<file path="src/rtl/dram_result_transmitter.sv">
// dram_result_transmitter
//   Streams a fixed window of DRAM (START_ADDR .. START_ADDR+NUM_BYTES-1) to
//   the PC as UART 8N1 once processing is finished and the transmit button
//   is held. Each byte is fetched (FETCH, WAIT), then framed as
//   start / 8 data bits LSB first / stop, each bit CLKS_PER_BIT cycles long.
//
// Ports
//   clk              : system clock (single domain)
//   rst              : synchronous active-high reset
//   begin_transmit   : debounced button level, starts a transfer from IDLE
//   dm_out[7:0]      : DRAM read data (registered read, 2 edges after addr)
//   addr_com[15:0]   : DRAM read address
//   en_com           : this block owns the DRAM address port
//   data_to_pc       : UART TX line, idle high
//   busy             : transfer in progress (not IDLE / DONE)
//   end_transmitting : high while in DONE
//
// Every output is a flop; the next value of each is derived from the next
// state, so outputs line up with the state register without any
// combinational path from inputs.
module dram_result_transmitter #(
   parameter int          CLKS_PER_BIT = 16,
   parameter logic [15:0] START_ADDR   = 16'h0000,
   parameter logic [15:0] NUM_BYTES    = 16'd64
) (
   input  logic        clk,
   input  logic        rst,
   input  logic        begin_transmit,
   input  logic [7:0]  dm_out,
   output logic [15:0] addr_com,
   output logic        en_com,
   output logic        data_to_pc,
   output logic        busy,
   output logic        end_transmitting
);

   localparam int             BW       = $clog2(CLKS_PER_BIT);
   localparam logic [BW-1:0]  BAUD_MAX = BW'(CLKS_PER_BIT - 1);

   typedef enum logic [2:0] {
      S_IDLE, S_FETCH, S_WAIT, S_START, S_DATA, S_STOP, S_DONE
   } state_t;

   state_t        state, state_n;
   logic [BW-1:0] baud_cnt, baud_n;
   logic [2:0]    bit_idx, bit_n;
   logic [7:0]    shreg, shreg_n;
   logic [15:0]   byte_cnt, byte_n;
   logic [15:0]   addr_n;
   logic          data_n, own_n, end_n;
   logic          baud_last;

   assign baud_last = (baud_cnt == BAUD_MAX);

   // next-state and datapath updates
   always_comb begin
      state_n = state;
      baud_n  = baud_cnt;
      bit_n   = bit_idx;
      shreg_n = shreg;
      byte_n  = byte_cnt;
      addr_n  = addr_com;
      case (state)
         S_IDLE: begin
            if (begin_transmit) begin
               byte_n  = 16'd0;
               addr_n  = START_ADDR;
               state_n = S_FETCH;
            end
         end
         // address has been presented since entering FETCH; DRAM q is
         // valid by the edge that closes WAIT
         S_FETCH: state_n = S_WAIT;
         S_WAIT: begin
            shreg_n = dm_out;
            baud_n  = '0;
            state_n = S_START;
         end
         S_START: begin
            if (baud_last) begin
               baud_n  = '0;
               bit_n   = 3'd0;
               state_n = S_DATA;
            end else begin
               baud_n = baud_cnt + 1'b1;
            end
         end
         S_DATA: begin
            if (baud_last) begin
               baud_n  = '0;
               shreg_n = {1'b0, shreg[7:1]};
               bit_n   = bit_idx + 3'd1;
               if (bit_idx == 3'd7) state_n = S_STOP;
            end else begin
               baud_n = baud_cnt + 1'b1;
            end
         end
         S_STOP: begin
            if (baud_last) begin
               baud_n  = '0;
               byte_n  = byte_cnt + 16'd1;
               addr_n  = addr_com + 16'd1;
               state_n = ((byte_cnt + 16'd1) == NUM_BYTES) ? S_DONE : S_FETCH;
            end else begin
               baud_n = baud_cnt + 1'b1;
            end
         end
         S_DONE: begin
            // wait for release so a held button cannot retrigger
            if (!begin_transmit) state_n = S_IDLE;
         end
         default: state_n = S_IDLE;
      endcase
   end

   // registered output values for the state being entered
   always_comb begin
      data_n = 1'b1;
      own_n  = 1'b0;
      end_n  = 1'b0;
      case (state_n)
         S_FETCH, S_WAIT: own_n = 1'b1;
         S_START: begin own_n = 1'b1; data_n = 1'b0;       end
         S_DATA:  begin own_n = 1'b1; data_n = shreg_n[0]; end
         S_STOP:  own_n = 1'b1;
         S_DONE:  end_n = 1'b1;
         default: ;
      endcase
   end

   always_ff @(posedge clk) begin
      if (rst) begin
         state            <= S_IDLE;
         baud_cnt         <= '0;
         bit_idx          <= 3'd0;
         shreg            <= 8'd0;
         byte_cnt         <= 16'd0;
         addr_com         <= START_ADDR;
         en_com           <= 1'b0;
         busy             <= 1'b0;
         data_to_pc       <= 1'b1;
         end_transmitting <= 1'b0;
      end else begin
         state            <= state_n;
         baud_cnt         <= baud_n;
         bit_idx          <= bit_n;
         shreg            <= shreg_n;
         byte_cnt         <= byte_n;
         addr_com         <= addr_n;
         en_com           <= own_n;
         busy             <= own_n;
         data_to_pc       <= data_n;
         end_transmitting <= end_n;
      end
   end

endmodule

</file>
<file path="config.mk">
export PLATFORM = sky130hd
export DESIGN_NAME = dram_result_transmitter
export DESIGN_NICKNAME = d
export VERILOG_FILES = /design/src/rtl/dram_result_transmitter.sv
export SDC_FILE = /design/constraint.sdc
export NUM_CORES = 1
export LEC_CHECK = 0
export ABC_AREA = 0
export CORE_UTILIZATION = 35
export CTS_BUF_LIST = sky130_fd_sc_hd__clkbuf_4
export DETAILED_ROUTE_END_ITERATION = 10
export HOLD_SLACK_MARGIN = 0.08
export MAX_ROUTING_LAYER = met4
export PLACE_DENSITY = 0.62
export SYNTH_ARGS = -nofsm -noshare
export SYNTH_HDL_FRONTEND = slang
export SYNTH_SLANG_ARGS = --single-unit
export TNS_END_PERCENT = 10
</file>
<file path="constraint.sdc">
create_clock -name clk -period 5 [get_ports clk]
set_input_delay 0.75 -clock clk [delete_from_list [all_inputs] [get_ports clk]]
set_output_delay 0.75 -clock clk [all_outputs]
set_load 0.01 [all_outputs]
</file>
== Word-level counts from Yosys, hierarchy flattened ==
Index checks and enable logic that the tools add are counted.
Storage, ports and cells
  word-level logic and storage cells: 66
  ROM bits: 0
  bits in writable memories: 0
  output and inout port bits: 20
  latch bits: 0
  register bits: 53
  bits of input ports: 11
  memories kept: 0
Operators by class
  $mul: 0
  multiplexer cells: 23
  reductions and logical operators: 10
  add/sub/neg operators: 4
  order comparisons: 0
  divide/modulo/power cells: 0
  equality and inequality tests: 19
  bitwise gates (word level): 0
  shift-type cells: 0
Operators with widths (number)
  one-hot mux 16 bit (2 select lines): 2
  2-to-1 mux 16 bit: 3
  adder 16 x 1 -> 16 bit (second input constant): 2
  2-to-1 mux 3 bit: 9
  equality test 3 bit (second input constant): 7
  one-hot mux 3 bit (7 select lines): 1
  equality test 16 x 7 -> 1 bit (second input constant): 1
  one-hot mux 8 bit (2 select lines): 1
  equality test 3 x 2 -> 1 bit (second input constant): 4
  2-to-1 mux 8 bit: 1
  inequality test 2 bit (second input constant): 4
  one-hot mux 4 bit (2 select lines): 1
  nonzero test 2 bit: 4
  equality test 3 x 1 -> 1 bit (second input constant): 2
  one-hot mux 3 bit (2 select lines): 1
  AND reduction 3 bit: 2
  OR reduction 5 bit: 1
  adder 4 x 1 -> 4 bit (second input constant): 1
  equality test 4 bit (second input constant): 1
  2-to-1 mux 4 bit: 1
  adder 3 x 1 -> 3 bit (second input constant): 1
  zero test 3 bit: 1
  OR reduction 3 bit: 1
  2-to-1 mux 1 bit: 2
  other kinds (2): 2

== Logic depth before layout (Yosys ltp) ==
Gate-level depths: netlist (run 1).
  depth after elaboration: 8
  gate-level depth with buffers: 9
  gate-level depth less buffers: 8

== Worst setup path after synthesis (run 1) ==
Ideal clock, no wire load.
  path kind: register to register
  from: reg byte_cnt[0]
  to: reg busy
  required time: 4.877 ns
  path slack: 2.539 ns
  arrival: 2.338 ns
  cell stages (with the launch flop): 10
  period minus slack after synthesis: 2.461 ns
  setup time: 0.123 ns
  cells stage by stage: dfxtp_1 > ha_1 > buf_4 > nand3_1 > nor4_1 > xnor2_1 > nand4_2 > or3_4 > nand3_1 > mux2_1
On the way
  word-level cells in the longest chain between the ends: 8
  elaborated cells on any way between the ends: 12
  classes of those cells: add/sub: 1; eq/ne: 6; mux: 4; reduce/logical: 1
RTL lines
  from (decl): RTL line 48  | logic [15:0] byte_cnt, byte_n;
  from (signal assigned): RTL line 148  | byte_cnt <= byte_n;
  adder 16 x 1 -> 16 bit *: RTL line 103  | state_n = ((byte_cnt + 16'd1) == NUM_BYTES) ? S_DONE : S_FETCH;
  equality test 16 x 7 -> 1 bit *: RTL line 103
  2-to-1 mux 3 bit *: RTL line 103
  2-to-1 mux 3 bit *: RTL line 99  | if (baud_last) begin
  one-hot mux 3 bit (7 select lines) *: RTL line 63  | case (state)
  equality test 3 bit (tied with other cells): RTL line 121  | case (state_n)
  OR reduction 5 bit (no source line) *
  2-to-1 mux 1 bit *: RTL line 121
  to (signal assigned): RTL line 151  | busy <= own_n;
  to (decl): RTL line 33  | output logic busy,
Mark *: on every way between the ends. The rest lies on a longest branch, timed or not.
A chain may end at the register's enable or synchronous reset.

== Worst setup path in the final report (run 1) ==
  from: reg byte_cnt[1]
  to: reg busy
The elaborated chain is that of the path after synthesis.

==> results of run 1 <==
-- registers in the layout, indices dropped and copies added, names as in the netlist --
signal	cells
addr_com	16
baud_cnt	4
bit_idx	3
busy	1
byte_cnt	16
data_to_pc	1
end_transmitting	1
shreg	8
state	3
-- kinds of logic after synthesis --
kind of cell             after synthesis  share of synthesized area
AND/OR/NAND/NOR                      157                      0.297
AO/OA/AOI/OAI                         90                      0.201
flip-flops                            53                      0.373
buffers and inverters                 26                     0.0422
XOR/XNOR                              16                     0.0493
adder cells (fa/ha/maj)                6                     0.0264
multiplexers                           3                     0.0110
-- final timing paths --
| check | start | endpoint |
|---|---|---|
| setup / recovery | byte_cnt[1]$_SDFFE_PP0P_ | busy$_SDFF_PP0_ |
| hold / removal | shreg[2]$_SDFFE_PP0P_ | shreg[2]$_SDFFE_PP0P_ |
| setup reg to reg | byte_cnt[1]$_SDFFE_PP0P_ | busy$_SDFF_PP0_ |
| hold reg to reg | shreg[2]$_SDFFE_PP0P_ | shreg[2]$_SDFFE_PP0P_ |
-- report_power, final --
group	switching [W]	total [W]	internal (W)
Combinational	0.0000394	0.0000687	0.0000293
Clock	0.000151	0.000209	0.0000577
Sequential	0.00000989	0.000440	0.000430
Total	0.000200	0.000717	0.000517
-- final cells by class --
| cell class | count | share of cell area |
|---|---|---|
| repair buffers | 32 | 0.0971 |
| clock buffers | 5 | 0.0116 |
| clock inverters | 3 | 0.00770 |
| well taps | 102 | 0.0393 |
| inverters | 5 | 0.00578 |
| flip-flops and latches | 53 | 0.327 |
| multi-input cells | 272 | 0.512 |
-- routing by layer --
metal / wire length, um / share of wire
met5: 0 / 0
met1: 3020 / 0.49
met2: 2720 / 0.44
met4: 120 / 0.020
met3: 287 / 0.047
-- placed cells by master, fill, tap and decap left out, types with 3 or more instances in the layout --
| master | netlist | routed |
|---|---|---|
| a31oi_1 | 3 | 3 |
| nand3_1 | 13 | 13 |
| nand2b_1 | 3 | 3 |
| nand4_1 | 7 | 7 |
| o21ai_0 | 18 | 18 |
| and3_1 | 6 | 6 |
| nand3b_1 | 3 | 3 |
| nor4_1 | 3 | 3 |
| clkdlybuf4s50_1 | 0 | 30 |
| nand4_2 | 3 | 3 |
| dfxtp_1 | 53 | 53 |
| or3_1 | 4 | 4 |
| nor4b_1 | 3 | 3 |
| inv_1 | 5 | 5 |
| nor3_1 | 9 | 9 |
| a22oi_1 | 12 | 12 |
| a311oi_1 | 3 | 3 |
| xor2_1 | 10 | 10 |
| nand2_1 | 35 | 35 |
| clkbuf_4 | 0 | 5 |
| a21oi_1 | 35 | 35 |
| xnor2_1 | 6 | 6 |
| nor2_1 | 48 | 48 |
| nor3b_1 | 3 | 3 |
| a211oi_1 | 3 | 3 |
| ha_1 | 6 | 6 |
-- stage by stage --
stage / hold slack [ns] / area (um^2) / instances / worst slack [ns] / total power (W)
floorplan: 0.437 / 2840 / 351 / 2.54 / 0.000493
CTS: 0.470 / 3250 / 472 / 2.12 / 0.000728
detailed placement: 0.448 / 3190 / 464 / 1.83 / 0.000517
global route: 0.489 / 3250 / 472 / 1.93 / 0.000753
finish: 0.471 / 3250 / 472 / 2.10 / 0.000717
global placement: 0.444 / 3190 / 464 / 1.91 / 0.000517
-- critical path, delay by kind of cell, from the launching register on --
family,cells,cell delay (ns)
flip-flops,1,0.51
AND/OR/NAND/NOR,6,1.58
adder cells (fa/ha/maj),1,0.39
multiplexers,1,0.32
==> summary.txt, run 1 <==
Outcome
  – Outcome: finished clean

Global routing
  – Grt met3 use: 0.0265
  – Total GRT Usage: 0.157
  – First-pass GRT wire length: 10,600 um
  – Met2 usage: 0.243
  – Busiest metal layer after global routing: met2
  – Total grt overflow: 0
  – GR Util met1: 0.207
  – Vias in the first global route: 2,239
  – Initial antenna violation count: 0
  – Largest net degree at the start of global routing: 23

Synthesis
  – Cell with the most instances after synthesis: dfxtp_1
  – Cell taking the most area after synthesis: dfxtp_1
  – Async S/R FF share, synth: 0
  – Sequential fraction of the synthesis area: 0.373
  – Post-synth EDFFs: 0
  – Ys flop type: dfxtp_1
  – Yosys top cell area share: 0.373
  – Mapped cell area: 2840 um^2
  – Synth warn: 0
  – Top post-synthesis cells by count: dfxtp_1 (53), nor2_1 (48), a21oi_1 (35), nand2_1 (35), o21ai_0 (18)
  – Synth cell types: 56
  – Area contributors post-synth: dfxtp_1 (37%), nor2_1 (6.3%), a21oi_1 (6.2%)
  – Syn Nets: 368
  – Syn Area/Cell: 8.10 um^2
  – Syn Inst Count: 351
  – Seq cells post-synth: 53

Critical path
  – Flop-to-flop setup slack: 2.10 ns
  – Setup crit start kind: flop
  – Crit path largest cell delay: 0.51 ns
  – Worst path most repeated cell: nand3_1
  – CP Max Fanout: 8
  – Crit path cell chain: ha_1 > nand3_1 > nor4_4 > and4b_1 > nor2_1 > or3_4 > nand3_1 > mux2_1
  – Critical path endpoint category: flop
  – Crit path DAT: 3.20 ns
  – Req. time, crit path: 5.30 ns
  – Worst reg2reg path depth: 8
  – Highest-delay cell along the critical path: dfxtp_1
  – Critical path class: reg2reg

Timing
  – Setup TNS: 0 ns
  – Final Cycle Share: 0.579
  – Worst-Margin Slew: 1.19 ns
  – Final setup fails: 0
  – Max-slew violation count: 0
  – Endpoints failing hold: 0
  – Achievable Freq: 345 MHz
  – Min Tclk post-route: 2.90 ns
  – Rel. slew slack: 0.204
  – Clock skew: 0.0156 ns
  – Unrepaired setup endpoints after global routing: false

Floorplan
  – Die Wd: 92.1 um
  – FP Rows: 32
  – Die Ht: 92.1 um
  – Starting Density: 0.364
  – Boundary Pins: 31
  – Core box area: 7810 um^2
  – Die area: 8490 um^2

Finish
  – Share of cells above drive strength 1: 0.0703
  – # fillers: 792
  – Register area: 1060 um^2
  – Antenna Cells: 0
  – Multi-input logic area: 1660 um^2
  – Fin nets: 386
  – Area Overhead vs Synth: 14.2%
  – Final Util: 0.416

Detailed routing
  – # DRC: 0
  – First drt pass iteration count: 4
  – Drt total wl: 6150 um
  – DRT antenna net count: 0
  – Detailed router's first-iteration violation count: 175
  – Routed vias/inst: 5.41
  – DR WL/cell: 13.0 um
  – Vias: 2,552

Clock network
  – Worst skew pair latency: 0.39 ns
  – Cells resized by post-CTS repair: 0
  – # Post-CTS Setup Buffers: 0
  – H-tree depth: 2
  – Clock Tree Buf Depth: 2
  – CTS tree: built
  – Clock transition at path regs: 0.17 ns
  – Sink Count: 53
  – CTS root buf: clkbuf_4
  – TritonCTS Buffers: 5
  – # hold bufs at CTS: 0

Placed design
  – HPWL Detailed: 4290 um
  – Port buffer count: 30
  – Final GP Congestion: 0.825

Hold path
  – Cell depth of the worst min-delay path: 2
  – Worst Hold Class: reg2reg

Run
  – MaxCap Viol Count: 0

Power and ir drop
  – VDD IR max: 0.0907 mV
  – PwrDens: 221 nW/um^2
  – Leakage: 1.11 nW
Power figures use the tool's default switching activity.
==> run 2: changes to the inputs <==
- PLACE_DENSITY: 0.62 -> 0.64
- clock period: 5 -> 2.4 ns (I/O delays scaled with it)
==> summary.txt, run 2 (synthesis gave the netlist of run 1 again) <==
Clock network
  – Worst skew pair latency: 0.37 ns (was 0.39 ns)
  – CTS tree: built (unchanged)
  – TritonCTS Buffers: 5 (unchanged)
  – Cells resized by post-CTS repair: 1 (was 0)
  – Clock Tree Buf Depth: 2 (unchanged)
  – # Post-CTS Setup Buffers: 0 (unchanged)
  – CTS root buf: clkbuf_4 (unchanged)
  – Sink Count: 53 (unchanged)
  – H-tree depth: 2 (unchanged)
  – Clock transition at path regs: 0.16 ns (was 0.17 ns)
  – # hold bufs at CTS: 0 (unchanged)

Finish
  – Antenna Cells: 0 (unchanged)
  – Commonest non-fill, non-tap cells in the layout: nor2_1 (48), dfxtp_1 (48), a21oi_1 (35), nand2_1 (35), buf_4 (34) (was dfxtp_1 (53), nor2_1 (48), a21oi_1 (35), nand2_1 (35), clkdlybuf4s50_1 (30))
  – Final Instance Count excl. Fillers: 505 (was 472)
  – Share of cells above drive strength 1: 0.169 (was 0.0703)
  – Regs by FF count: addr_com (16), byte_cnt (16), shreg (8) (unchanged)
  – Area Overhead vs Synth: 24.4% (was 14.2%)
  – Fin nets: 419 (was 386)

Timing
  – Final setup fails: 0 (unchanged)
  – Setup TNS: 0 ns (unchanged)
  – Unrepaired setup endpoints after global routing: false (unchanged)
  – Endpoints failing hold: 0 (unchanged)
  – Final Cycle Share: 0.960 (was 0.579)
  – Clock skew: 0.0159 ns (was 0.0156 ns)
  – Achievable Freq: 434 MHz (was 345 MHz)
  – Min Tclk post-route: 2.30 ns (was 2.90 ns)
  – Setup WS post-layout: 0.0952 ns (was 2.10 ns)
  – Worst-Margin Slew: 0.584 ns (was 1.19 ns)
  – Rel. slew slack: 0.609 (was 0.204)
  – Max-slew violation count: 0 (unchanged)

Placed design
  – Pre-CTS setup slack: -0.0437 ns (was 1.83 ns)
  – Dpl cells: 497 (was 464)
  – HPWL Detailed: 4760 um (was 4290 um)
  – Port buffer count: 30 (unchanged)
  – Final GP Congestion: 0.887 (was 0.825)

Global routing
  – Total grt overflow: 0 (unchanged)
  – Initial antenna violation count: 0 (unchanged)
  – Vias in the first global route: 2,454 (was 2,239)
  – First-pass GRT wire length: 11,300 um (was 10,600 um)
  – Largest net degree at the start of global routing: 19 (was 23)
  – Total GRT Usage: 0.168 (was 0.157)

Critical path
  – Crit path DAT: 2.59 ns (was 3.20 ns)
  – Crit path cell chain: buf_4 > and4_2 > and4_1 > o221a_2 > nand4_2 > or3_4 > nand3_1 > mux2_1 (was ha_1 > nand3_1 > nor4_4 > and4b_1 > nor2_1 > or3_4 > nand3_1 > mux2_1)
  – Highest-delay cell along the critical path: or3_4 (was dfxtp_1)
  – CP Max Fanout: 7 (was 8)
  – Crit path largest cell delay: 0.42 ns (was 0.51 ns)
  – Req. time, crit path: 2.68 ns (was 5.30 ns)
  – Critical path class: reg2reg (unchanged)
  – Critical path endpoint category: flop (unchanged)
  – Setup crit start kind: flop (unchanged)

Floorplan
  – Die area: 8490 um^2 (unchanged)
  – Boundary Pins: 31 (unchanged)
  – Starting Density: 0.364 (unchanged)
  – Die Wd: 92.1 um (unchanged)
  – FP Rows: 32 (unchanged)
  – Core box area: 7810 um^2 (unchanged)
  – Die Ht: 92.1 um (unchanged)

Hold path
  – Worst Hold Class: reg2reg (unchanged)

Detailed routing
  – First drt pass iteration count: 4 (unchanged)
  – Routed vias/inst: 5.36 (was 5.41)
  – Drt total wl: 6570 um (was 6150 um)
  – # DRC: 0 (unchanged)
  – DRT antenna net count: 0 (unchanged)
  – DR WL/cell: 13.0 um (about the same)
  – Vias: 2,707 (was 2,552)
  – Detailed router's first-iteration violation count: 128 (was 175)

Power and ir drop
  – Sw Share: 0.267 (was 0.279)
  – Clock group share of total power: 0.272 (was 0.291)
  – P_int: 0.00109 W (was 0.000517 W)
  – Comb pwr share: 0.118 (was 0.096)
  – Leakage: 1.29 nW (was 1.11 nW)
  – PwrDens: 422 nW/um^2 (was 221 nW/um^2)
  – Flop pwr share: 0.610 (was 0.613)
  – VDD IR max: 0.315 mV (was 0.0907 mV)
  – P_sw: 0.000398 W (was 0.000200 W)

Outcome
  – Outcome: finished clean (unchanged)

Run
  – MaxCap Viol Count: 0 (unchanged)
run 2: area by class of cell:
cell class	count	area [um^2]
clock inverter	3	21.3
timing repair buffer	65	576
sequential	53	1070
clock buffer	5	37.5
tap	102	128
fill	803	4270
multi-input combinational	272	1690
inverter	5	18.8
run 2: through the flow:
step	power, W	area, um^2	util	hold slack (ns)
6_report	0.00149	3540	0.453	0.465
5_1_grt	0.00157	3540	0.453	0.491
4_1_cts	0.00152	3520	0.451	0.468
3_5_place_dp	0.00110	3460	0.443	0.448
3_3_place_gp	0.00110	3460	0.443	0.443
2_1_floorplan	0.00103	2860	-	0.437
run 2: layer usage:
metal | vias up | share of wire | GRT usage
li1 | 1381 | - | -
met1 | 1263 | 0.50 | 0.222
met2 | 57 | 0.45 | 0.259
met3 | 6 | 0.038 | 0.0307
met4 | 0 | 0.0084 | 0.0508
met5 | - | 0 | -
run 2: final timing paths:
path         cells after the start                      from  slack (ns)               endpoint
max reg2reg                      8  byte_cnt[0]$_SDFFE_PP0P_         0.1        busy$_SDFF_PP0_
min reg2reg                      2     shreg[6]$_SDFFE_PP0P_        0.47  shreg[6]$_SDFFE_PP0P_
min                              2     shreg[6]$_SDFFE_PP0P_        0.47  shreg[6]$_SDFFE_PP0P_
max                              8  byte_cnt[0]$_SDFFE_PP0P_         0.1        busy$_SDFF_PP0_
run 2: critical path: cells and delay by family (launching register included):
kind | cells | cell delay (ns)
AOI/OAI and AO/OA | 1 | 0.21
buffers and inverters | 1 | 0.15
DFF | 1 | 0.38
muxes | 1 | 0.32
and+or+nand+nor | 5 | 1.16
run 2: power groups by stage:
| stage | combinational [W] | clock, W | sequential [W] |
|---|---|---|---|
| 2_1_floorplan | 0.000105 | 0 | 0.000922 |
| 3_3_place_gp | 0.000174 | 0 | 0.000928 |
| 3_5_place_dp | 0.000176 | 0 | 0.000928 |
| 4_1_cts | 0.000176 | 0.000429 | 0.000910 |
| 5_1_grt | 0.000194 | 0.000465 | 0.000913 |
| 6_report | 0.000177 | 0.000406 | 0.000909 |
==> run 3: changes to the inputs <==
- DONT_BUFFER_PORTS: default -> 1
- PLACE_DENSITY: 0.64 -> 0.57
- clock period: 2.4 -> 2.3 ns (I/O delays scaled with it)
==> summary.txt, run 3 (synthesis gave the netlist of run 1 again) <==
Timing
  – Achievable Freq: 448 MHz (was 434 MHz)
  – Min Tclk post-route: 2.23 ns (was 2.30 ns)
  – Rel. slew slack: 0.658 (was 0.609)
  – Max-slew violation count: 0 (unchanged)
  – Final Cycle Share: 0.970 (was 0.960)
  – Worst-Margin Slew: 0.512 ns (was 0.584 ns)
  – Final setup fails: 0 (unchanged)
  – Unrepaired setup endpoints after global routing: true (was false)
  – Endpoints failing hold: 0 (unchanged)
  – Clock skew: 0.0164 ns (was 0.0159 ns)

Detailed routing
  – Detailed router's first-iteration violation count: 128 (unchanged)
  – First drt pass iteration count: 4 (unchanged)
  – # DRC: 0 (unchanged)
  – Routed vias/inst: 5.42 (was 5.36)
  – DRT antenna net count: 0 (unchanged)
  – DR WL/cell: 13.9 um (was 13.0 um)
  – Drt total wl: 6680 um (was 6570 um)
  – Vias: 2,606 (was 2,707)

Floorplan
  – Die Wd: 92.1 um (unchanged)
  – FP Rows: 32 (unchanged)
  – Boundary Pins: 31 (unchanged)
  – Die Ht: 92.1 um (unchanged)
  – Starting Density: 0.364 (unchanged)
  – Die area: 8490 um^2 (unchanged)
  – Core box area: 7810 um^2 (unchanged)

Placed design
  – Dpl cells: 469 (was 497)
  – Final GP Congestion: 0.849 (was 0.887)
  – HPWL Detailed: 4650 um (was 4760 um)
  – Port buffer count: 0 (was 30)
  – DP Area: 3160 um^2 (was 3460 um^2)

Clock network
  – Worst skew pair latency: 0.39 ns (was 0.37 ns)
  – Clock Tree Buf Depth: 2 (unchanged)
  – CTS tree: built (unchanged)
  – Clock transition at path regs: 0.17 ns (was 0.16 ns)
  – TritonCTS Buffers: 5 (unchanged)
  – CTS root buf: clkbuf_4 (unchanged)
  – Sink Count: 53 (unchanged)
  – H-tree depth: 2 (unchanged)

Finish
  – Fin nets: 395 (was 419)
  – Commonest non-fill, non-tap cell in the layout: nor2_1
  – Final Instance Count excl. Fillers: 481 (was 505)
  – Area Overhead vs Synth: 17.0% (was 24.4%)
  – Regs by FF count: addr_com (16), byte_cnt (16), shreg (8) (unchanged)
  – Fin area: 3330 um^2 (was 3540 um^2)
  – Share of cells above drive strength 1: 0.219 (was 0.169)
  – Antenna Cells: 0 (unchanged)
  – Commonest non-fill, non-tap cells in the layout: nor2_1 (47), dfxtp_1 (45), buf_4 (39) (was nor2_1 (48), dfxtp_1 (48), a21oi_1 (35), nand2_1 (35), buf_4 (34))

Critical path
  – Setup crit start kind: flop (unchanged)
  – Highest-delay cell along the critical path: dfxtp_4 (was or3_4)
  – Req. time, crit path: 2.62 ns (was 2.68 ns)
  – Flop-to-flop setup slack: 0.07 ns (was 0.1 ns)
  – Crit path largest cell delay: 0.41 ns (was 0.42 ns)
  – Crit path DAT: 2.55 ns (was 2.59 ns)
  – Critical path class: reg2reg (unchanged)
  – Reg2reg start: byte_cnt[0]$_SDFFE_PP0P_ (unchanged)
  – CP Max Fanout: 6 (was 7)
  – Crit path cell chain: ha_2 > nand3_2 > nor4_2 > xnor2_1 > nand4_2 > buf_4 > nor4b_1 > nor4b_2 > a32oi_1 (was buf_4 > and4_2 > and4_1 > o221a_2 > nand4_2 > or3_4 > nand3_1 > mux2_1)
  – Critical path endpoint category: flop (unchanged)
  – Setup crit start: byte_cnt[0]$_SDFFE_PP0P_ (unchanged)

Global routing
  – Initial antenna violation count: 0 (unchanged)
  – Largest net degree at the start of global routing: 34 (was 19)
  – Vias in the first global route: 2,454 (unchanged)
  – Total grt overflow: 0 (unchanged)
  – First-pass GRT wire length: 11,400 um (was 11,300 um)
  – Total GRT Usage: 0.169 (was 0.168)

Hold path
  – Min-delay src: rst (was shreg[6]$_SDFFE_PP0P_)
  – Worst Hold Class: in2reg (was reg2reg)

Power and ir drop
  – PwrDens: 464 nW/um^2 (was 422 nW/um^2)
  – Leakage: 1.22 nW (was 1.29 nW)
  – Final total power: 0.00154 W (was 0.00149 W)
  – VDD IR max: 0.173 mV (was 0.315 mV)

Run
  – MaxCap Viol Count: 0 (unchanged)

Outcome
  – Outcome: finished clean (unchanged)
==> run 3: cell count changes in the layout (fill, tap and decap cells not counted), moves of 2 or more <==
cell	change
dfxtp_1	-3
buf_4	+5
a21oi_2	+2
dfxtp_4	+4
a21oi_1	-2
clkdlybuf4s50_1	-30
==> run 3: where the power goes <==
group	internal [W]	switching (W)	total [W]
Combinational	0.0000600	0.0000967	0.000157
Sequential	0.000930	0.0000139	0.000944
Clock	0.000125	0.000318	0.000444
==> run 3: final timing paths <==
kind | endpoint | cells past startpoint
max | data_to_pc$_SDFF_PP1_ | 9
max reg2reg | data_to_pc$_SDFF_PP1_ | 9
min reg2reg | shreg[1]$_SDFFE_PP0P_ | 2
min | baud_cnt[3]$_SDFFE_PP0P_ | 3
==> run 3: critical path: cells and delay by family (launching register included) <==
kind / cells / cell delay (ns)
and+or+nand+nor: 5 / 0.94
xor gates and xnor gates: 1 / 0.20
adders and majority gates: 1 / 0.23
DFF: 1 / 0.41
AOI/OAI and AO/OA: 1 / 0.22
buffers and inverters: 1 / 0.18
==> run 3: per-layer routing <==
metal	track usage	part of all wire
met2	0.271	0.47
met3	0.0315	0.030
met5	-	0
met4	0.0508	0.0094
met1	0.217	0.49
==> run 3: final cells by class <==
cell class              count  area, um^2
clock inverters             3        25.0
repair buffers             41         323
multi-input cells         272        1720
inverters                   5        18.8
well taps                 102         128
flip-flops and latches     53        1080
fillers                   809        4480
clock buffers               5        37.5
==> run 3: repair_timing <==
| action | in CTS | in global routing |
|---|---|---|
| gates resized for setup | 0 | 19 |
| setup buffers | 0 | 2 |
| hold endpoints to repair | 33 | 1 |
| hold buffers | 1 | 1 |
| setup endpoints to repair | 0 | 4 |
==> run 3: through the flow <==
step	hold WS, ns	TNS [ns]	setup WS [ns]	utilization
floorplan	0.437	0	0.0496	-
global placement	0.416	0	0.00334	0.405
detailed placement	0.419	0	0.0564	0.405
CTS	0.0801	0	0.0281	0.416
global route	0.109	-0.165	-0.0816	0.426
finish	0.122	0	0.0697	0.426
